**src/rtl/dcache_ctrl_pkg.sv**
```systemverilog
// Shared types and constants for the data-cache sequencing controller.
// The optional statistics counters in dcache_ctrl are enabled by DCACHE_CTRL_STATS_EN.
package dcache_ctrl_pkg;

   typedef enum logic [2:0] {
      IDLE    = 3'd0,
      RD_WAIT = 3'd1,
      FILL    = 3'd2,
      WR_WAIT = 3'd3,
      DONE    = 3'd4,
      ERR     = 3'd5
   } dcache_state_t;

   // Clears the byte offset so backing memory only ever sees word addresses.
   localparam logic [31:0] WORD_ALIGN_MASK = 32'hFFFF_FFFC;

   localparam int DEFAULT_TIMEOUT_CYCLES = 64;

endpackage

```
**src/rtl/dcache_ctrl_if.sv**
```systemverilog
// Bundle of M-stage inputs, backing-memory handshake, refill/bypass outputs and status.
// The controller uses the master modport; the pipeline/memory environment uses slave.
interface dcache_ctrl_if #(
   parameter int DATA_WIDTH        = 32,
   parameter int MEM_ADDRESS_WIDTH = 17
);
   import dcache_ctrl_pkg::*;

   logic                         MemReadM;
   logic                         MemWriteM;
   logic                         HitM;
   logic [MEM_ADDRESS_WIDTH-1:0] AddrM;
   logic [DATA_WIDTH-1:0]        WriteDataM;

   // MemReq is a level request: once raised, MemReq/MemWe/MemAddr/MemWD hold
   // steady until the memory returns a single-cycle MemAck, which completes it.
   logic                         MemReq;
   logic                         MemWe;
   logic [MEM_ADDRESS_WIDTH-1:0] MemAddr;
   logic [DATA_WIDTH-1:0]        MemWD;
   logic                         MemAck;
   logic [DATA_WIDTH-1:0]        MemRD;

   logic                         FillEn;
   logic [MEM_ADDRESS_WIDTH-1:0] FillAddr;
   logic [DATA_WIDTH-1:0]        FillData;
   logic                         BypassValid;
   logic [DATA_WIDTH-1:0]        BypassData;
   logic                         StallMem;
   logic                         ErrTimeout;
   logic [31:0]                  MissCount;
   logic [31:0]                  WriteCount;
   dcache_state_t                dbg_state;

   modport master (
      input  MemReadM, MemWriteM, HitM, AddrM, WriteDataM, MemAck, MemRD,
      output MemReq, MemWe, MemAddr, MemWD, FillEn, FillAddr, FillData,
             BypassValid, BypassData, StallMem, ErrTimeout, MissCount,
             WriteCount, dbg_state
   );

   modport slave (
      output MemReadM, MemWriteM, HitM, AddrM, WriteDataM, MemAck, MemRD,
      input  MemReq, MemWe, MemAddr, MemWD, FillEn, FillAddr, FillData,
             BypassValid, BypassData, StallMem, ErrTimeout, MissCount,
             WriteCount, dbg_state
   );

endinterface

```
**src/rtl/dcache_timeout_cnt.sv**
```systemverilog
// Wait-cycle counter for a backing-memory request; tc flags the last allowed cycle.
// Holds at terminal count until cleared.
module dcache_timeout_cnt #(
   parameter int TIMEOUT_CYCLES = 64
) (
   input  logic clk,
   input  logic rst_n,
   input  logic clr,
   input  logic en,
   output logic tc
);
   localparam int CW = (TIMEOUT_CYCLES > 1) ? $clog2(TIMEOUT_CYCLES) : 1;
   localparam logic [CW-1:0] TC_VAL = CW'(TIMEOUT_CYCLES - 1);

   logic [CW-1:0] cnt_q;
   logic [CW-1:0] cnt_d;

   always_comb begin
      cnt_d = cnt_q;
      if (clr) begin
         cnt_d = '0;
      end else if (en && !tc) begin
         cnt_d = cnt_q + 1'b1;
      end
   end

   always_ff @(posedge clk or negedge rst_n) begin
      if (!rst_n) begin
         cnt_q <= '0;
      end else begin
         cnt_q <= cnt_d;
      end
   end

   assign tc = (cnt_q == TC_VAL);

endmodule

```
**src/rtl/dcache_ctrl.sv**
```systemverilog
// Memory-stage data-cache controller: load-miss refill, store write-through, pipeline stall.
// Define DCACHE_CTRL_STATS_EN to build the saturating MissCount/WriteCount counters.
module dcache_ctrl import dcache_ctrl_pkg::*; #(
   parameter int DATA_WIDTH        = 32,
   parameter int MEM_ADDRESS_WIDTH = 17,
   parameter int TIMEOUT_CYCLES    = DEFAULT_TIMEOUT_CYCLES
) (
   input logic           CLK,
   input logic           RST,
   dcache_ctrl_if.master bus
);
   localparam logic [MEM_ADDRESS_WIDTH-1:0] ADDR_MASK = WORD_ALIGN_MASK[MEM_ADDRESS_WIDTH-1:0];

   dcache_state_t                state_q, state_d;
   logic [MEM_ADDRESS_WIDTH-1:0] addr_q, addr_d;
   logic [DATA_WIDTH-1:0]        wdata_q, wdata_d;
   logic [DATA_WIDTH-1:0]        rdata_q, rdata_d;
   logic                         mem_req_q, mem_req_d;
   logic                         mem_we_q, mem_we_d;
   logic                         fill_en_q, fill_en_d;
   logic                         bypass_valid_q, bypass_valid_d;
   logic                         stall_q, stall_d;
   logic                         err_q, err_d;
   logic                         start_rd;
   logic                         start_wr;
   logic                         cnt_en;
   logic                         timeout_tc;

   dcache_timeout_cnt #(
      .TIMEOUT_CYCLES (TIMEOUT_CYCLES)
   ) u_timeout (
      .clk   (CLK),
      .rst_n (RST),
      .clr   (start_rd | start_wr),
      .en    (cnt_en),
      .tc    (timeout_tc)
   );

   always_comb begin
      state_d  = state_q;
      addr_d   = addr_q;
      wdata_d  = wdata_q;
      rdata_d  = rdata_q;
      start_rd = 1'b0;
      start_wr = 1'b0;
      cnt_en   = 1'b0;

      case (state_q)
         IDLE: begin
            // A load takes priority; a load hit needs nothing from this block.
            if (bus.MemReadM) begin
               if (!bus.HitM) begin
                  start_rd = 1'b1;
                  addr_d   = bus.AddrM & ADDR_MASK;
                  state_d  = RD_WAIT;
               end
            end else if (bus.MemWriteM) begin
               start_wr = 1'b1;
               addr_d   = bus.AddrM & ADDR_MASK;
               wdata_d  = bus.WriteDataM;
               state_d  = WR_WAIT;
            end
         end
         RD_WAIT: begin
            cnt_en = !bus.MemAck;
            if (bus.MemAck) begin
               rdata_d = bus.MemRD;
               state_d = FILL;
            end else if (timeout_tc) begin
               state_d = ERR;
            end
         end
         FILL: begin
            state_d = DONE;
         end
         WR_WAIT: begin
            cnt_en = !bus.MemAck;
            if (bus.MemAck) begin
               state_d = DONE;
            end else if (timeout_tc) begin
               state_d = ERR;
            end
         end
         // DONE always returns to IDLE so the same instruction cannot retrigger.
         DONE: begin
            state_d = IDLE;
         end
         ERR: begin
            state_d = ERR;
         end
         default: begin
            state_d = IDLE;
         end
      endcase

      mem_req_d      = (state_d == RD_WAIT) || (state_d == WR_WAIT);
      mem_we_d       = (state_d == WR_WAIT);
      fill_en_d      = (state_d == FILL);
      bypass_valid_d = (state_q == FILL);
      stall_d        = (state_d == RD_WAIT) || (state_d == FILL) ||
                       (state_d == WR_WAIT) || (state_d == ERR);
      err_d          = (state_d == ERR);
   end

   always_ff @(posedge CLK or negedge RST) begin
      if (!RST) begin
         state_q        <= IDLE;
         addr_q         <= '0;
         wdata_q        <= '0;
         rdata_q        <= '0;
         mem_req_q      <= 1'b0;
         mem_we_q       <= 1'b0;
         fill_en_q      <= 1'b0;
         bypass_valid_q <= 1'b0;
         stall_q        <= 1'b0;
         err_q          <= 1'b0;
      end else begin
         state_q        <= state_d;
         addr_q         <= addr_d;
         wdata_q        <= wdata_d;
         rdata_q        <= rdata_d;
         mem_req_q      <= mem_req_d;
         mem_we_q       <= mem_we_d;
         fill_en_q      <= fill_en_d;
         bypass_valid_q <= bypass_valid_d;
         stall_q        <= stall_d;
         err_q          <= err_d;
      end
   end

   assign bus.MemReq      = mem_req_q;
   assign bus.MemWe       = mem_we_q;
   assign bus.MemAddr     = addr_q;
   assign bus.MemWD       = wdata_q;
   assign bus.FillEn      = fill_en_q;
   assign bus.FillAddr    = addr_q;
   assign bus.FillData    = rdata_q;
   assign bus.BypassValid = bypass_valid_q;
   assign bus.BypassData  = rdata_q;
   // The stall must cover the detecting cycle, before any flop has changed.
   assign bus.StallMem    = stall_q | start_rd | start_wr;
   assign bus.ErrTimeout  = err_q;
   assign bus.dbg_state   = state_q;

`ifdef DCACHE_CTRL_STATS_EN
   logic [31:0] miss_cnt_q, miss_cnt_d;
   logic [31:0] write_cnt_q, write_cnt_d;

   always_comb begin
      miss_cnt_d  = miss_cnt_q;
      write_cnt_d = write_cnt_q;
      if (start_rd && (miss_cnt_q != 32'hFFFF_FFFF)) begin
         miss_cnt_d = miss_cnt_q + 32'd1;
      end
      if (start_wr && (write_cnt_q != 32'hFFFF_FFFF)) begin
         write_cnt_d = write_cnt_q + 32'd1;
      end
   end

   always_ff @(posedge CLK or negedge RST) begin
      if (!RST) begin
         miss_cnt_q  <= '0;
         write_cnt_q <= '0;
      end else begin
         miss_cnt_q  <= miss_cnt_d;
         write_cnt_q <= write_cnt_d;
      end
   end

   assign bus.MissCount  = miss_cnt_q;
   assign bus.WriteCount = write_cnt_q;
`else
   assign bus.MissCount  = 32'd0;
   assign bus.WriteCount = 32'd0;
`endif

endmodule

```
**src/flat_wrapper.sv**
```systemverilog
// flat-port wrapper written by rule: the top's interface ports become plain ports
module dcache_ctrl_flat import dcache_ctrl_pkg::*;
#(
   parameter int DATA_WIDTH        = 32,
   parameter int MEM_ADDRESS_WIDTH = 17,
   parameter int TIMEOUT_CYCLES    = DEFAULT_TIMEOUT_CYCLES
)
  (CLK, RST, bus_MemReadM, bus_MemWriteM, bus_HitM, bus_AddrM, bus_WriteDataM, bus_MemAck, bus_MemRD, bus_MemReq, bus_MemWe, bus_MemAddr, bus_MemWD, bus_FillEn, bus_FillAddr, bus_FillData, bus_BypassValid, bus_BypassData, bus_StallMem, bus_ErrTimeout, bus_MissCount, bus_WriteCount, bus_dbg_state);
  dcache_ctrl_if #(.DATA_WIDTH(DATA_WIDTH), .MEM_ADDRESS_WIDTH(MEM_ADDRESS_WIDTH)) bus_i ();
  input logic CLK;
  input logic RST;
  input wire logic [$bits(bus_i.MemReadM)-1:0] bus_MemReadM;
  input wire logic [$bits(bus_i.MemWriteM)-1:0] bus_MemWriteM;
  input wire logic [$bits(bus_i.HitM)-1:0] bus_HitM;
  input wire logic [$bits(bus_i.AddrM)-1:0] bus_AddrM;
  input wire logic [$bits(bus_i.WriteDataM)-1:0] bus_WriteDataM;
  input wire logic [$bits(bus_i.MemAck)-1:0] bus_MemAck;
  input wire logic [$bits(bus_i.MemRD)-1:0] bus_MemRD;
  output wire logic [$bits(bus_i.MemReq)-1:0] bus_MemReq;
  output wire logic [$bits(bus_i.MemWe)-1:0] bus_MemWe;
  output wire logic [$bits(bus_i.MemAddr)-1:0] bus_MemAddr;
  output wire logic [$bits(bus_i.MemWD)-1:0] bus_MemWD;
  output wire logic [$bits(bus_i.FillEn)-1:0] bus_FillEn;
  output wire logic [$bits(bus_i.FillAddr)-1:0] bus_FillAddr;
  output wire logic [$bits(bus_i.FillData)-1:0] bus_FillData;
  output wire logic [$bits(bus_i.BypassValid)-1:0] bus_BypassValid;
  output wire logic [$bits(bus_i.BypassData)-1:0] bus_BypassData;
  output wire logic [$bits(bus_i.StallMem)-1:0] bus_StallMem;
  output wire logic [$bits(bus_i.ErrTimeout)-1:0] bus_ErrTimeout;
  output wire logic [$bits(bus_i.MissCount)-1:0] bus_MissCount;
  output wire logic [$bits(bus_i.WriteCount)-1:0] bus_WriteCount;
  output wire logic [$bits(bus_i.dbg_state)-1:0] bus_dbg_state;
  assign bus_i.MemReadM = bus_MemReadM;
  assign bus_i.MemWriteM = bus_MemWriteM;
  assign bus_i.HitM = bus_HitM;
  assign bus_i.AddrM = bus_AddrM;
  assign bus_i.WriteDataM = bus_WriteDataM;
  assign bus_i.MemAck = bus_MemAck;
  assign bus_i.MemRD = bus_MemRD;
  assign bus_MemReq = bus_i.MemReq;
  assign bus_MemWe = bus_i.MemWe;
  assign bus_MemAddr = bus_i.MemAddr;
  assign bus_MemWD = bus_i.MemWD;
  assign bus_FillEn = bus_i.FillEn;
  assign bus_FillAddr = bus_i.FillAddr;
  assign bus_FillData = bus_i.FillData;
  assign bus_BypassValid = bus_i.BypassValid;
  assign bus_BypassData = bus_i.BypassData;
  assign bus_StallMem = bus_i.StallMem;
  assign bus_ErrTimeout = bus_i.ErrTimeout;
  assign bus_MissCount = bus_i.MissCount;
  assign bus_WriteCount = bus_i.WriteCount;
  assign bus_dbg_state = bus_i.dbg_state;
  dcache_ctrl #(.DATA_WIDTH(DATA_WIDTH), .MEM_ADDRESS_WIDTH(MEM_ADDRESS_WIDTH), .TIMEOUT_CYCLES(TIMEOUT_CYCLES)) u_core (.CLK(CLK), .RST(RST), .bus(bus_i));
endmodule
```
**config.mk**
```make
export PLATFORM = sky130hd
export DESIGN_NAME = dcache_ctrl_flat
export DESIGN_NICKNAME = d
export VERILOG_FILES = /design/src/rtl/dcache_ctrl_pkg.sv /design/src/rtl/dcache_ctrl_if.sv /design/src/rtl/dcache_timeout_cnt.sv /design/src/rtl/dcache_ctrl.sv /design/src/flat_wrapper.sv
export SDC_FILE = /design/constraint.sdc
export NUM_CORES = 1
export LEC_CHECK = 0
export ABC_AREA = 1
export CAP_MARGIN = 20
export CORE_ASPECT_RATIO = 0.5
export CORE_MARGIN = 1.5
export CORE_UTILIZATION = 45
export DETAILED_ROUTE_END_ITERATION = 12
export DONT_BUFFER_PORTS = 1
export GPL_TIMING_DRIVEN = 0
export PLACE_DENSITY_LB_ADDON = 0.15
export SLEW_MARGIN = 20
export SYNTH_ARGS = -nofsm -noshare
export SYNTH_HDL_FRONTEND = slang
export SYNTH_SLANG_ARGS = --single-unit
```
**constraint.sdc**
```tcl
create_clock -name CLK -period 1.8 [get_ports CLK]
set_input_delay 0.09 -clock CLK [delete_from_list [all_inputs] [get_ports CLK]]
set_output_delay 0.09 -clock CLK [all_outputs]
set_load 0.05 [all_outputs]
```
[Word level (Yosys, flattened, before mapping)]
Index checks and enable logic that the tools add are counted.
Word-level totals
  bits in registers: 96
  logic and storage cells: 59
Operators by class
  add/subtract/negate cells: 1
  eq/ne operators: 10
  multiplexer cells: 19
  bitwise gates (word level): 4
  reductions and logical operators: 14
Operator list (count)
  2-to-1 mux 17 bit: 3
  2-to-1 mux 3 bit: 6
  one-hot mux 3 bit (5 select lines): 1
  == test 3 x 2 -> 1 bit (second input constant): 4
  2-to-1 mux 6 bit: 2
  2-to-1 mux 1 bit: 7
  adder 6 x 1 -> 6 bit (second input constant): 1
  == test 3 x 1 -> 1 bit (second input constant): 2
  == test 3 bit (second input constant): 2
  == test 6 bit (second input constant): 1
  AND reduction 3 bit: 2
  logical OR 1 bit: 4
  nonzero test 2 bit: 2
  logical NOT 3 bit: 1
  OR 1 bit: 3
  logical NOT 1 bit: 2
  != test 2 bit (second input constant): 1
  AND reduction 2 bit: 1
  OR reduction 2 bit: 1
  logical AND 1 bit: 1
  NOT 1 bit: 1

[Depth between registers and ports, before layout]
Gate-level depths: netlist (run 1).
  depth after elaboration: 8
  mapped depth: 8

[Cells and area by module]
A second synthesis (run 1) with hierarchy kept.
Unflattened totals
  cells, all modules: 555
  area, all modules: 4674.5 sq um
By module, submodules not included
  dcache_ctrl: times used 1, cells each 502, area an instance 4275.4 sq um
  dcache_timeout_cnt: times used 1, cells each 53, area an instance 399.1 sq um

[Worst setup path after synthesis (run 1)]
OpenSTA, ideal clock, no wires.
  kind: register to output
  start point: reg u_core.state_q[2], in the netlist u_core.bus.dbg_state[2]
  end point: out bus_StallMem
  arrival: 1.533 ns
  path slack: 0.177 ns
  stages on the path, launching flop included: 7
  buffers on the path: 0
  cells stage by stage: dfrtp_1 > inv_2 > nand2_1 > nor2_2 > nand2_2 > inv_2 > or2_1
On the way
  word-level cells in the longest chain between the ends: 4
RTL lines
  start, declared: RTL line dcache_ctrl.sv:14  | dcache_state_t state_q, state_d;
  start signal, assigned: RTL line dcache_ctrl.sv:118  | state_q <= state_d;
  logical NOT 3 bit (*): RTL line dcache_ctrl.sv:48  | case (state_q)
  2-to-1 mux 1 bit: RTL line dcache_ctrl.sv:48
  OR 1 bit: RTL line dcache_ctrl.sv:141  | assign bus.StallMem = stall_q | start_rd | start_wr;
  OR 1 bit (*): RTL line dcache_ctrl.sv:141
  end, declared: RTL line flat_wrapper.sv:28  | output wire logic [$bits(bus_i.StallMem)-1:0] bus_StallMem;
Mark *: on every way between the ends. The rest lies on a longest branch, timed or not.

[Final worst setup path (run 1)]
Ends and elaborated chain as after synthesis.

==> results of run 1 <==
-- registers in the layout, indices dropped and copies added, names as in the netlist --
name                    count
u_core.stall_q              1
u_core.u_timeout.cnt_q      6
u_core.bus.ErrTimeout       1
u_core.bus.FillEn           1
u_core.bus.MemWe            1
u_core.bus.BypassData      32
u_core.bus.BypassValid      1
u_core.bus.MemWD           32
u_core.bus.FillAddr        15
u_core.bus.MemReq           1
u_core.bus.dbg_state        3
-- routing by layer --
layer | vias up | share of wire (%)
met5 | - | 0
met4 | 0 | 1.1
met3 | 13 | 7.0
met2 | 130 | 52
met1 | 1675 | 40
li1 | 1790 | -
-- synth_stat cells (2+ instances only) --
library cell	instances
nand2_1	265
buf_4	118
dfrtp_1	94
buf_6	11
inv_1	10
nand3_1	7
inv_2	6
nor2_1	6
a21oi_1	5
nand4_1	4
nand2_2	3
nor2_4	3
nand2_4	2
nor2_2	2
o21ai_0	2
o21bai_1	2
-- cell type report --
cell class | count | area share [%]
clock buffer | 14 | 4.243
sequential | 94 | 37.90
multi-input combinational | 374 | 24.51
buffer | 130 | 16.31
timing repair buffer | 81 | 12.99
clock inverter | 1 | 0.08043
tap | 140 | 2.815
inverter | 17 | 1.146
-- worst max-delay path, cell delays in order (launching register included) --
cell and delay [ps]:
dfrtp_2 580, inv_4 90, nand2_2 90, nor2_2 40, nand2_2 110, inv_4 70, or2_4 310
-- through the flow --
step           setup slack (ps)  hold slack (ps)  cells  cell area [um^2]
4_1_cts                   28.16           -571.4    851              6217
5_1_grt                   20.31           -580.4    851              6222
2_1_floorplan             177.1           -205.6    615              4954
6_report                  84.91           -557.0    851              6222
3_5_place_dp              13.94           -204.1    755              5129
3_3_place_gp              22.11           -204.0    755              5129
-- cells by family (layout without fill, tap and decap cells) --
logic type	count (synthesis)	count (layout)	synth area share (%)
flip-flops	94	94	50.03
AO/OA/AOI/OAI	10	10	1.171
other	1	68	0.07975
adder cells (fa/ha/maj)	1	1	0.2661
buffers and inverters	147	243	22.99
AND/OR/NAND/NOR	295	295	25.47
-- path summary, 6_finish.rpt --
check | start | endpoint | slack (ps)
worst max-delay path | u_core.bus.dbg_state[2] | bus_StallMem | 80
worst min-delay path | RST | u_core.bus.FillAddr[2] | -560
worst max register to register | u_core.bus.dbg_state[0] | u_core.bus.MemWD[8] | 270
worst min register to register | u_core.u_timeout.cnt_q[1] | u_core.u_timeout.cnt_q[1] | 530
max in group asynchronous | RST | u_core.bus.BypassData[6] | 2210
min in group CLK | bus_MemAck | u_core.bus.BypassData[1] | 10
-- repair_timing --
| item | CTS | global route |
|---|---|---|
| endpoints found under the hold margin | 174 | 94 |
| gates resized for setup | 6 | 2 |
| setup buffers | 1 | 0 |
| pin swaps | 2 | 1 |
| endpoints found under the setup margin | 1 | 1 |
==> metrics.csv, run 1 <==
metric;value;unit
final core utilization;61.11;%
global-route wire length before repair;15670;um
Core ar.;10180;um^2
CTS max path bufs;2;
final wirelength;10700;um
GP Congestion;0.7588;
Die H;75.28;um
Hold-fix buffers, CTS;80;
Final Hold Viols;94;
synth top area cells;dfrtp_1, nand2_1, buf_4;
Max FO, Critical Path;8;
grt met1 use;21.33;%
post-synth top area share;50.03;%
Synth Warn #;0;
Ports;290;
worst-skew pair later-pin latency;340;ps
most frequent cells in the layout;nand2_1, buf_4, dfrtp_1;
Post-synth EDFFs;0;
Root Driver;clkbuf_16;
post-synthesis sequential area ratio;50.03;%
CTS tree;built;
hold slack final;-557.0;ps
Multi-input gate area;1525;um^2
max-slew violations;0;
Clock Skew;3.802;ps
actual slew at the worst max-slew pin;556.3;ps
Mapped Cells;548;
grt total ovfl;0;
Total Nets Final;795;
detailed-route DRC error count;0;
sequential cell area;2359;um^2
share of cells above drive strength 1;23.49;%
largest net degree at the start of global routing;95;
commonest non-fill, non-tap cell in the layout;nand2_1;
FILL cells;894;
Rows;26;
Critical Path Start Type;flip-flop;
die width;147.6;um
vias in the first global route;3247;
met3 Track Usage GR;6.303;%
Initial Util;46.18;%
RSZ-0062 raised after global routing;no;
IO buf count;0;
ys async rst share;100.0;%
Synth Area per Inst;8.580;um^2
total die area;11110;um^2
#FFs+latches synth;94;
antenna viol nets, final;0;
Reg clk slew, reported paths;60;ps
CTS H-tree depth;3;
Worst R2R Path Depth;7;
# clock sinks;94;
n_diodes;0;
Hold Path Class;input port to async pin;
router iterations before antenna repair;4;
antenna violations before repair;0;
Final min period;1715;ps
GRT busiest layer;met2;
top_reg_cell synth;dfrtp_1;
fmax;0.5831;GHz
status;finished with violations;
Synth area leader;dfrtp_1;
CP required;1710;ps
Vias/cell;4.240;
CP Capture Type;output pin;
Layout Area Growth over Synthesis;32.33;%
WS Path Type;flip-flop to output pin;
Slew HR;62.91;%
setup TNS;0;ps
global-route total usage across every layer;18.25;%
via count;3608;
synthesized area;4702;um^2
Max-cap violations;0;
post-synth cell types;24;
Final period util;95.28;%
crit path DAT;1630;ps
number of CTS-inserted buffers;9;
initial DRC count;158;
failing checks;hold timing;
Final Setup Violations;0;
post-DP HPWL;7230;um
GR Layer Usage met2;32.87;%
average wire per standard cell;12.58;um
Power of run 1 is left out: the tool's default activity adds up to more than one toggle a clock period on the data nets, which glitch-free logic cannot reach.
==> run 2: changes to the inputs <==
- SETUP_SLACK_MARGIN: unset -> 0.15
==> run 2 against run 1 <==
  * First-iteration DRC count down 8.2%
  * Register-to-register slack about the same
  * The flow still finishes with violations (hold timing)
  * Routed wire length barely moved
  * Critical endpoint unchanged
  * Utilization rose by 0.29 points
  * Clock skew grew 1.2 ps
==> metrics.csv, run 2 (synthesis results as in run 1) <==
metric;value;unit;change
Core ar.;10180;um^2;unchanged
Hold Path Class;input port to async pin;;
fmax;0.6219;GHz;+6.7%
CP max stage delay;580;ps;about the same
antenna viol nets, final;0;;unchanged
most frequent cells in the layout;nand2_1, buf_4, dfrtp_1;;
antenna violations before repair;0;;unchanged
router iterations before antenna repair;5;;+1
status;finished with violations;;
Max-cap violations;0;;unchanged
vias in the first global route;3264;;+0.52%
WS Path Type;flip-flop to output pin;;
RSZ-0062 raised after global routing;yes;;
number of CTS-inserted buffers;9;;unchanged
CP startpoint;u_core.bus.dbg_state[2];;
post-DP HPWL;7230;um;unchanged
worst path bufs/invs;2;;unchanged
Slew HR;62.91;%;unchanged
CTS max path bufs;2;;unchanged
CTS tree;built;;
commonest non-fill, non-tap cell in the layout;nand2_1;;
setup TNS;0;ps;unchanged
Final Cell Area;6252;um^2;+0.48%
die width;147.6;um;unchanged
Clock Skew;5.029;ps;+1.227 ps
Reg clk slew, reported paths;60;ps;about the same
GP Congestion;0.7588;;unchanged
Final min period;1608;ps;-107.1 ps
Reg2Reg Setup Slack;270;ps;about the same
CTS H-tree depth;3;;unchanged
worst r2r dst;u_core.bus.BypassData[23];;
Crit path max-delay family;flip-flops;;
Vias/cell;4.226;;-0.33%
Worst R2R Path Depth;8;;+1
Crit. path cell count;6;;unchanged
Hold-fix buffers, CTS;80;;unchanged
max-slew violations;0;;unchanged
via count;3613;;+0.14%
global-route wire length before repair;15710;um;+0.27%
average wire per standard cell;12.52;um;-0.44%
detailed-route DRC error count;0;;unchanged
Rows;26;;unchanged
# clock sinks;94;;unchanged
Critical Path Start Type;flip-flop;;
worst-skew pair later-pin latency;340;ps;about the same
CP Capture Type;output pin;;
Initial Util;46.18;%;unchanged
Final Hold Viols;94;;unchanged
crit path DAT;1520;ps;-110 ps
n_diodes;0;;unchanged
largest net degree at the start of global routing;95;;unchanged
Layout Area Growth over Synthesis;32.97;%;
CP required;1710;ps;about the same
Ports;290;;unchanged
actual slew at the worst max-slew pin;556.3;ps;unchanged
Max FO, Critical Path;4;;-4
failing checks;hold timing;;
final wirelength;10710;um;about the same
global-route total usage across every layer;18.29;%;+0.041 points
share of cells above drive strength 1;23.92;%;+0.43 points
CP Cell Sequence;inv_4 -> nand2_2 -> nor2_2 -> nand2_2 -> inv_4 -> or2_4;;
Die H;75.28;um;unchanged
area of placed instances;5129;um^2;unchanged
r2r startpoint;u_core.bus.dbg_state[2];;
Total Nets Final;799;;+0.50%
Worst Setup EP;bus_StallMem;;
initial DRC count;145;;-8.2%
Final period util;89.33;%;-5.9 points
IO buf count;0;;unchanged
total die area;11110;um^2;unchanged
grt total ovfl;0;;unchanged
hold slack final;-554.1;ps;+2.946 ps
Root Driver;clkbuf_16;;
CP max-delay cell;dfrtp_2;;
Final Setup Violations;0;;unchanged
[run 2: changes by cell type in the layout (fill, tap and decap cells not counted), sizes merged]
cell  previous run  this run
buf            131       135
[run 2: worst register-to-register path, delay by kind of cell, from the launching register on]
family,cells,cell delay [ps]
DFF,1,540
buffers and inverters,4,450
and+or+nand+nor,4,430
[run 2: repair_timing]
action / CTS / global route
endpoints found under the hold margin: 174 / 94
resized for setup: 8 / 0
endpoints found under the setup margin: 36 / 8
buffers inserted: 3 / 2
pin swaps: 2 / 3
gates cloned: 0 / 0
[run 2: per-stage QoR]
step / worst slack [ps] / utilization, % / std cells
after floorplan: 177.1 / - / 615
after global placement: 22.11 / 50.37 / 755
after detailed placement: 13.94 / 50.37 / 755
after CTS: 146.7 / 61.26 / 853
after global routing: 124.0 / 61.40 / 855
final: 192.0 / 61.40 / 855
[run 2: metal layers]
layer / GRT usage (%) / vias to the layer above / wire [um]
met4: 4.889 / 0 / 53
met5: 0 / - / 0
li1: - / 1799 / -
met3: 6.303 / 6 / 735
met1: 21.33 / 1678 / 4246
met2: 33.02 / 130 / 5670
[run 2: final cells by class]
type                       instances  area [um^2]
fill                             891         3930
sequential                        94         2359
multi-input combinational        374         1525
buffer                           130         1015
timing repair buffer              85        838.3
clock buffer                      14        264.0
tap                              140        175.2
inverter                          17        71.32
clock inverter                     1        5.005
[run 2: how the worst min path moves through the flow]
| stage | to | depth (start not counted) |
|---|---|---|
| after floorplan | u_core.bus.BypassData[0] | 0 |
| after global placement | u_core.bus.FillAddr[3] | 0 |
| after detailed placement | u_core.bus.FillAddr[3] | 0 |
| after CTS | u_core.u_timeout.cnt_q[5] | 0 |
| after global routing | u_core.bus.FillAddr[2] | 0 |
| final | u_core.bus.FillAddr[2] | 0 |
Power of run 2 is left out for the same reason.
